[src/rtl/instruction_loader_pkg.sv]
// Shared types and constants for the boot-time instruction loader.
package loader_pkg;

  typedef logic [31:0] word;

  localparam int LOADER_COUNT_BITS = 16;

  typedef enum logic [2:0] {
    HDR_LO = 3'd0,
    HDR_HI = 3'd1,
    DATA   = 3'd2,
    CHECK  = 3'd3,
    DONE   = 3'd4,
    ERROR  = 3'd5
  } loader_state_t;

  // States in which the loader is willing to take a stream byte.
  function automatic logic accepts_bytes(input loader_state_t s);
    return (s == HDR_LO) || (s == HDR_HI) || (s == DATA) || (s == CHECK);
  endfunction

endpackage

[src/rtl/instruction_loader_if.sv]
// Byte-stream handshake plus instruction-memory write port of the loader.
interface instruction_loader_if #(
  parameter int MEM_BITS = 12
);
  logic                byte_valid;
  logic [7:0]          byte_data;
  logic                byte_ready;
  logic                wr_en;
  logic [MEM_BITS-3:0] wr_addr;
  logic [31:0]         wr_data;

  modport slave (
    input  byte_valid, byte_data,
    output byte_ready, wr_en, wr_addr, wr_data
  );

  modport master (
    output byte_valid, byte_data,
    input  byte_ready, wr_en, wr_addr, wr_data
  );
endinterface

[src/rtl/instruction_loader_byte_assembler.sv]
// Packs accepted bytes LSB-first into 32-bit words; word_valid pulses one
// cycle after the fourth byte, and word_out holds until the next word.
module byte_assembler
  import loader_pkg::*;
(
  input  logic       clock,
  input  logic       reset,
  input  logic       clear,
  input  logic       byte_accept,
  input  logic [7:0] byte_data,
  output logic       word_done,
  output logic       word_valid,
  output word        word_out
);

  logic [1:0]  lane_reg;
  logic [23:0] shift_reg;
  word         word_reg;
  logic        valid_reg;

  // Combinational: this accept completes a word (used for address bookkeeping).
  assign word_done  = byte_accept && (lane_reg == 2'd3);
  assign word_valid = valid_reg;
  assign word_out   = word_reg;

  always_ff @(posedge clock) begin
    if (!reset) begin
      lane_reg  <= 2'd0;
      shift_reg <= 24'd0;
      word_reg  <= '0;
      valid_reg <= 1'b0;
    end else begin
      valid_reg <= word_done && !clear;
      if (clear) begin
        lane_reg  <= 2'd0;
        shift_reg <= 24'd0;
      end else if (byte_accept) begin
        lane_reg <= lane_reg + 2'd1;
        if (word_done) begin
          word_reg <= {byte_data, shift_reg};
        end else begin
          shift_reg <= {byte_data, shift_reg[23:8]};
        end
      end
    end
  end

endmodule

[src/rtl/instruction_loader.sv]
// Boot loader: header-framed byte stream -> instruction memory words, CPU held
// until done. Optional trailing XOR checksum: INSTRUCTION_LOADER_CHECKSUM_EN.
module instruction_loader
  import loader_pkg::*;
#(
  parameter int MEM_BITS = 12
) (
  input  logic                  clock,
  input  logic                  reset,
  input  logic                  restart,
  instruction_loader_if.slave   bus,
  output logic                  load_done,
  output logic                  load_error,
  output logic                  hold_cpu
);

  localparam int WORD_BITS = MEM_BITS - 2;
  localparam logic [LOADER_COUNT_BITS:0] MAX_WORDS =
    (LOADER_COUNT_BITS + 1)'(1) << WORD_BITS;

  loader_state_t                 state_reg, state_next;
  logic                          byte_ready_reg;
  logic [7:0]                    lo_reg;
  logic [LOADER_COUNT_BITS-1:0]  count_reg;
  logic [LOADER_COUNT_BITS-1:0]  word_cnt_reg;
  logic [WORD_BITS-1:0]          wr_addr_reg;

  logic                          accept;
  logic                          rearm;
  logic                          data_accept;
  logic                          last_word;
  logic [LOADER_COUNT_BITS-1:0]  hdr_count;
  logic                          word_done;
  logic                          word_valid;
  word                           word_q;

  assign accept      = bus.byte_valid && byte_ready_reg;
  assign rearm       = restart && ((state_reg == DONE) || (state_reg == ERROR));
  assign data_accept = accept && (state_reg == DATA);
  assign hdr_count   = {bus.byte_data, lo_reg};
  assign last_word   = word_done && (word_cnt_reg == count_reg - 16'd1);

  byte_assembler u_assembler (
    .clock       (clock),
    .reset       (reset),
    .clear       (rearm),
    .byte_accept (data_accept),
    .byte_data   (bus.byte_data),
    .word_done   (word_done),
    .word_valid  (word_valid),
    .word_out    (word_q)
  );

`ifdef INSTRUCTION_LOADER_CHECKSUM_EN
  logic [7:0] xor_reg;

  // Running XOR of data bytes only; restarted by each new header.
  always_ff @(posedge clock) begin
    if (!reset) begin
      xor_reg <= 8'd0;
    end else if (rearm || (accept && (state_reg == HDR_LO))) begin
      xor_reg <= 8'd0;
    end else if (data_accept) begin
      xor_reg <= xor_reg ^ bus.byte_data;
    end
  end
`endif

  always_comb begin
    state_next = state_reg;
    case (state_reg)
      HDR_LO: if (accept) state_next = HDR_HI;
      HDR_HI: begin
        if (accept) begin
          if (hdr_count == '0) begin
            state_next = DONE;
          end else if ({1'b0, hdr_count} > MAX_WORDS) begin
            state_next = ERROR;
          end else begin
            state_next = DATA;
          end
        end
      end
      DATA: begin
`ifdef INSTRUCTION_LOADER_CHECKSUM_EN
        if (last_word) state_next = CHECK;
`else
        // Leave only after the final strobe, when the counter has caught up.
        if (word_valid && (word_cnt_reg == count_reg)) state_next = DONE;
`endif
      end
`ifdef INSTRUCTION_LOADER_CHECKSUM_EN
      CHECK: begin
        if (accept) state_next = (bus.byte_data == xor_reg) ? DONE : ERROR;
      end
`endif
      DONE, ERROR: if (restart) state_next = HDR_LO;
      default: state_next = HDR_LO;
    endcase
  end

  always_ff @(posedge clock) begin
    if (!reset) begin
      state_reg      <= HDR_LO;
      byte_ready_reg <= 1'b0;
      lo_reg         <= 8'd0;
      count_reg      <= '0;
      word_cnt_reg   <= '0;
      wr_addr_reg    <= '0;
    end else begin
      state_reg <= state_next;
      // Drop ready during the final write strobe so nothing spills past the image.
      byte_ready_reg <= accepts_bytes(state_next) && !((state_next == DATA) && last_word);
      if (accept && (state_reg == HDR_LO)) lo_reg <= bus.byte_data;
      if (rearm) begin
        count_reg <= '0;
      end else if (accept && (state_reg == HDR_HI)) begin
        count_reg <= hdr_count;
      end
      if (rearm) begin
        word_cnt_reg <= '0;
      end else if (word_done) begin
        word_cnt_reg <= word_cnt_reg + 16'd1;
      end
      if (word_done) wr_addr_reg <= word_cnt_reg[WORD_BITS-1:0];
    end
  end

  assign bus.byte_ready = byte_ready_reg;
  assign bus.wr_en      = word_valid;
  assign bus.wr_data    = word_q;
  assign bus.wr_addr    = wr_addr_reg;

  assign load_done  = (state_reg == DONE);
  assign load_error = (state_reg == ERROR);
  assign hold_cpu   = !load_done;

endmodule

[src/flat_wrapper.sv]
// flat-port wrapper written by rule: the top's interface ports become plain ports
module instruction_loader_flat import loader_pkg::*;
#(
  parameter int MEM_BITS = 12
)
  (clock, reset, restart, load_done, load_error, hold_cpu, bus_byte_valid, bus_byte_data, bus_byte_ready, bus_wr_en, bus_wr_addr, bus_wr_data);
  instruction_loader_if #(.MEM_BITS(MEM_BITS)) bus_i ();
  input  logic clock;
  input  logic reset;
  input  logic restart;
  output logic load_done;
  output logic load_error;
  output logic hold_cpu;
  input wire logic [$bits(bus_i.byte_valid)-1:0] bus_byte_valid;
  input wire logic [$bits(bus_i.byte_data)-1:0] bus_byte_data;
  output wire logic [$bits(bus_i.byte_ready)-1:0] bus_byte_ready;
  output wire logic [$bits(bus_i.wr_en)-1:0] bus_wr_en;
  output wire logic [$bits(bus_i.wr_addr)-1:0] bus_wr_addr;
  output wire logic [$bits(bus_i.wr_data)-1:0] bus_wr_data;
  assign bus_i.byte_valid = bus_byte_valid;
  assign bus_i.byte_data = bus_byte_data;
  assign bus_byte_ready = bus_i.byte_ready;
  assign bus_wr_en = bus_i.wr_en;
  assign bus_wr_addr = bus_i.wr_addr;
  assign bus_wr_data = bus_i.wr_data;
  instruction_loader #(.MEM_BITS(MEM_BITS)) u_core (.clock(clock), .reset(reset), .restart(restart), .bus(bus_i), .load_done(load_done), .load_error(load_error), .hold_cpu(hold_cpu));
endmodule
[config.mk]
export PLATFORM = sky130hd
export DESIGN_NAME = instruction_loader_flat
export DESIGN_NICKNAME = d
export VERILOG_FILES = /design/src/rtl/instruction_loader_pkg.sv /design/src/rtl/instruction_loader_if.sv /design/src/rtl/instruction_loader_byte_assembler.sv /design/src/rtl/instruction_loader.sv /design/src/flat_wrapper.sv
export SDC_FILE = /design/constraint.sdc
export NUM_CORES = 1
export LEC_CHECK = 0
export ABC_AREA = 1
export CORE_MARGIN = 3
export CORE_UTILIZATION = 40
export CTS_BUF_LIST = sky130_fd_sc_hd__clkbuf_4
export DETAILED_ROUTE_END_ITERATION = 16
export PLACE_DENSITY_LB_ADDON = 0.3
export SETUP_SLACK_MARGIN = 0.02
export SYNTH_ARGS = -nofsm -noshare
export SYNTH_HDL_FRONTEND = slang
export SYNTH_SLANG_ARGS = --single-unit
[constraint.sdc]
create_clock -name clock -period 4.9 [get_ports clock]
set_clock_uncertainty 0.1 [all_clocks]
set_input_delay 1.225 -clock clock [delete_from_list [all_inputs] [get_ports clock]]
set_output_delay 1.225 -clock clock [all_outputs]
set_load 0.05 [all_outputs]
==> metrics <==
crit path capture type output port; Slew @ Worst Pin roughly 1.1 ns; Post-DP HPWL about 9200 µm; CP max FO 8; met3 usage 0.0430; initial antenna violation count 0; Pre-Repair DR Iteration Count 5; met1 Use GR 0.254; final worst slack 1.50 ns; commonest non-fill, non-tap cell in the layout nand2_1; # hold bufs at CTS 0; share of layout cells above drive strength 1 0.0685; Critical Path RT 3.58 ns; Fin. Hold Viols 0; Mapped Area about 0.0052 mm²; Routability Congestion 0.902; n_diodes 0; row cnt a little over 40; Slew Viols, Final 0; full die area 0.0144 mm²; routed wire length 13200 µm; Non-Filler Instances 990; register area share after synthesis 0.434; Netlist cell types 28; post-synthesis instance total around 760; Setup CP Type reg2out; total power draw 1.78 mW; die height 120 µm; FMAX between 200 and 300 MHz; GRT Util Overall 0.187; Critical Path AT 2.08 ns; CTS tree yes; Final setup viols 0; Worst R2R Setup Slack around 2.7 ns; Iter 0 DRT Violations about 220; Placed Area around 0.0058 mm²; M2 GR Usage 0.294; peak supply drop roughly 0.19 mV; clock-pin slew on the worst setup and hold paths about 0.1 ns; Slew HR 0.276; fin area 0.00614 mm²; number of H-tree levels 4; syn avg cell area between 6 and 7 µm²; post-synthesis register bit count 113; Cells after DPL between 900 and 1000; Starting Density 0.412; Yosys warning count 0; total gr overflow 0; Core Footprint about 0.013 mm²; vias in the first global route 4400; ANT nets after route 0; TritonCTS buffer count 17; post-place setup slack ~1.3 ns; Max Buffers Root-to-Sink 2; global-route wire length before repair between 20000 and 25000 µm; CTS root buf clkbuf_4; postcts setup bufs 0; Ports 59; via count 4806; area delta synth->final 17.8%; unrepaired setup endpoints after global routing false; WL/cell about 13 µm; Chip Width between 100 and 150 µm; period utilisation layout 0.695; Final min period ~3.4 ns; max reg flops 32; Max-cap violations 0; worst-skew pair later-pin latency between 0.5 and 0.6 ns; # port buffers 58; grt peak-use layer met2; Hold Path Class reg2reg; vias per std cell just under 5; largest net degree at the start of global routing 48; status complete, no violations; post-CTS sizing 0; Setup TNS 0 ns; CP startpoint kind flip-flop; Cell Pwr Density approximately 290 mW/mm²; DR DRC count 0; nets@finish slightly above 800; Leak around 2.5 nW; CTS Sinks approximately 110; most frequent cells in the layout nand2_1, dfxtp_1, nor2_1, a21oi_1, inv_1; syn nets 774
-- cells by family (layout without fill, tap and decap cells) --
logic type	after synthesis	after routing	synth area share
AOI/OAI and AO/OA	164	164	0.160
adders and majority gates	3	3	0.00720
DFF	113	113	0.434
and+or+nand+nor	357	357	0.283
buffers and inverters	107	166	0.0909
xor gates and xnor gates	15	15	0.0252
-- synth_stat cells --
cell type	instances	area share
a21boi_0	1	0.0014
a21oi_1	93	0.089
a31oi_1	1	0.0012
buf_2	18	0.017
buf_4	1	0.0014
buf_6	6	0.013
clkbuf_1	11	0.0079
clkinv_2	1	0.00096
dfxtp_1	113	0.43
ha_1	3	0.0072
inv_1	68	0.049
inv_2	2	0.0014
nand2_1	209	0.15
nand2_2	3	0.0036
nand3_1	27	0.026
nand3_2	1	0.0019
nand4_1	4	0.0048
nor2_1	93	0.067
nor2_2	4	0.0048
nor2_4	3	0.0065
nor3_1	7	0.0067
nor3_2	5	0.0096
nor3b_1	1	0.0014
o21ai_0	67	0.064
o21ai_1	1	0.00096
o21ai_4	1	0.0031
xnor2_1	5	0.0084
xor2_1	10	0.017
-- area by class of cell --
class	instances	area, µm²
clock buffer	18	135
clock inverter	14	165
fill	1287	6530
inverter	71	268
multi-input combinational	539	2480
sequential	113	2260
tap	172	215
timing repair buffer	63	618
-- worst paths after layout --
check / cells past startpoint / end / from
min reg2reg: 2 / u_core.u_assembler.word_out[7]$_SDFFE_PN0P_ / u_core.u_assembler.word_out[7]$_SDFFE_PN0P_
min: 2 / u_core.u_assembler.word_out[7]$_SDFFE_PN0P_ / u_core.u_assembler.word_out[7]$_SDFFE_PN0P_
max reg2reg: 7 / u_core.count_reg[7]$_SDFFE_PP0P_ / u_core.state_reg[1]$_SDFF_PN0_
max: 5 / hold_cpu / u_core.state_reg[1]$_SDFF_PN0_
-- metal layers --
| metal | share of wire | up-vias |
|---|---|---|
| li1 | - | 2517 |
| met1 | 0.49 | 2163 |
| met2 | 0.46 | 107 |
| met3 | 0.042 | 19 |
| met4 | 0.015 | 0 |
| met5 | 0 | - |
-- through the flow --
step                hold WS, ns   util
floorplan                 0.336      -
global placement          0.354  0.461
detailed placement        0.358  0.461
CTS                       0.374  0.485
global route              0.393  0.485
finish                    0.369  0.485
-- power by group --
| part | total, mW | internal [mW] | switching (mW) |
|---|---|---|---|
| registers | 0.936 | 0.927 | 0.00867 |
| logic | 0.113 | 0.0369 | 0.0757 |
| clock network | 0.728 | 0.357 | 0.371 |
| total | 1.78 | 1.32 | 0.455 |
-- worst max-delay path, stage by stage (launching register included) --
cell             delay (ns)
dfxtp_1                0.51
nor2_2                 0.09
inv_2                  0.08
nor2_1                 0.05
inv_1                  0.05
clkdlybuf4s50_1        0.79
(Power assumes the default switching activity.)
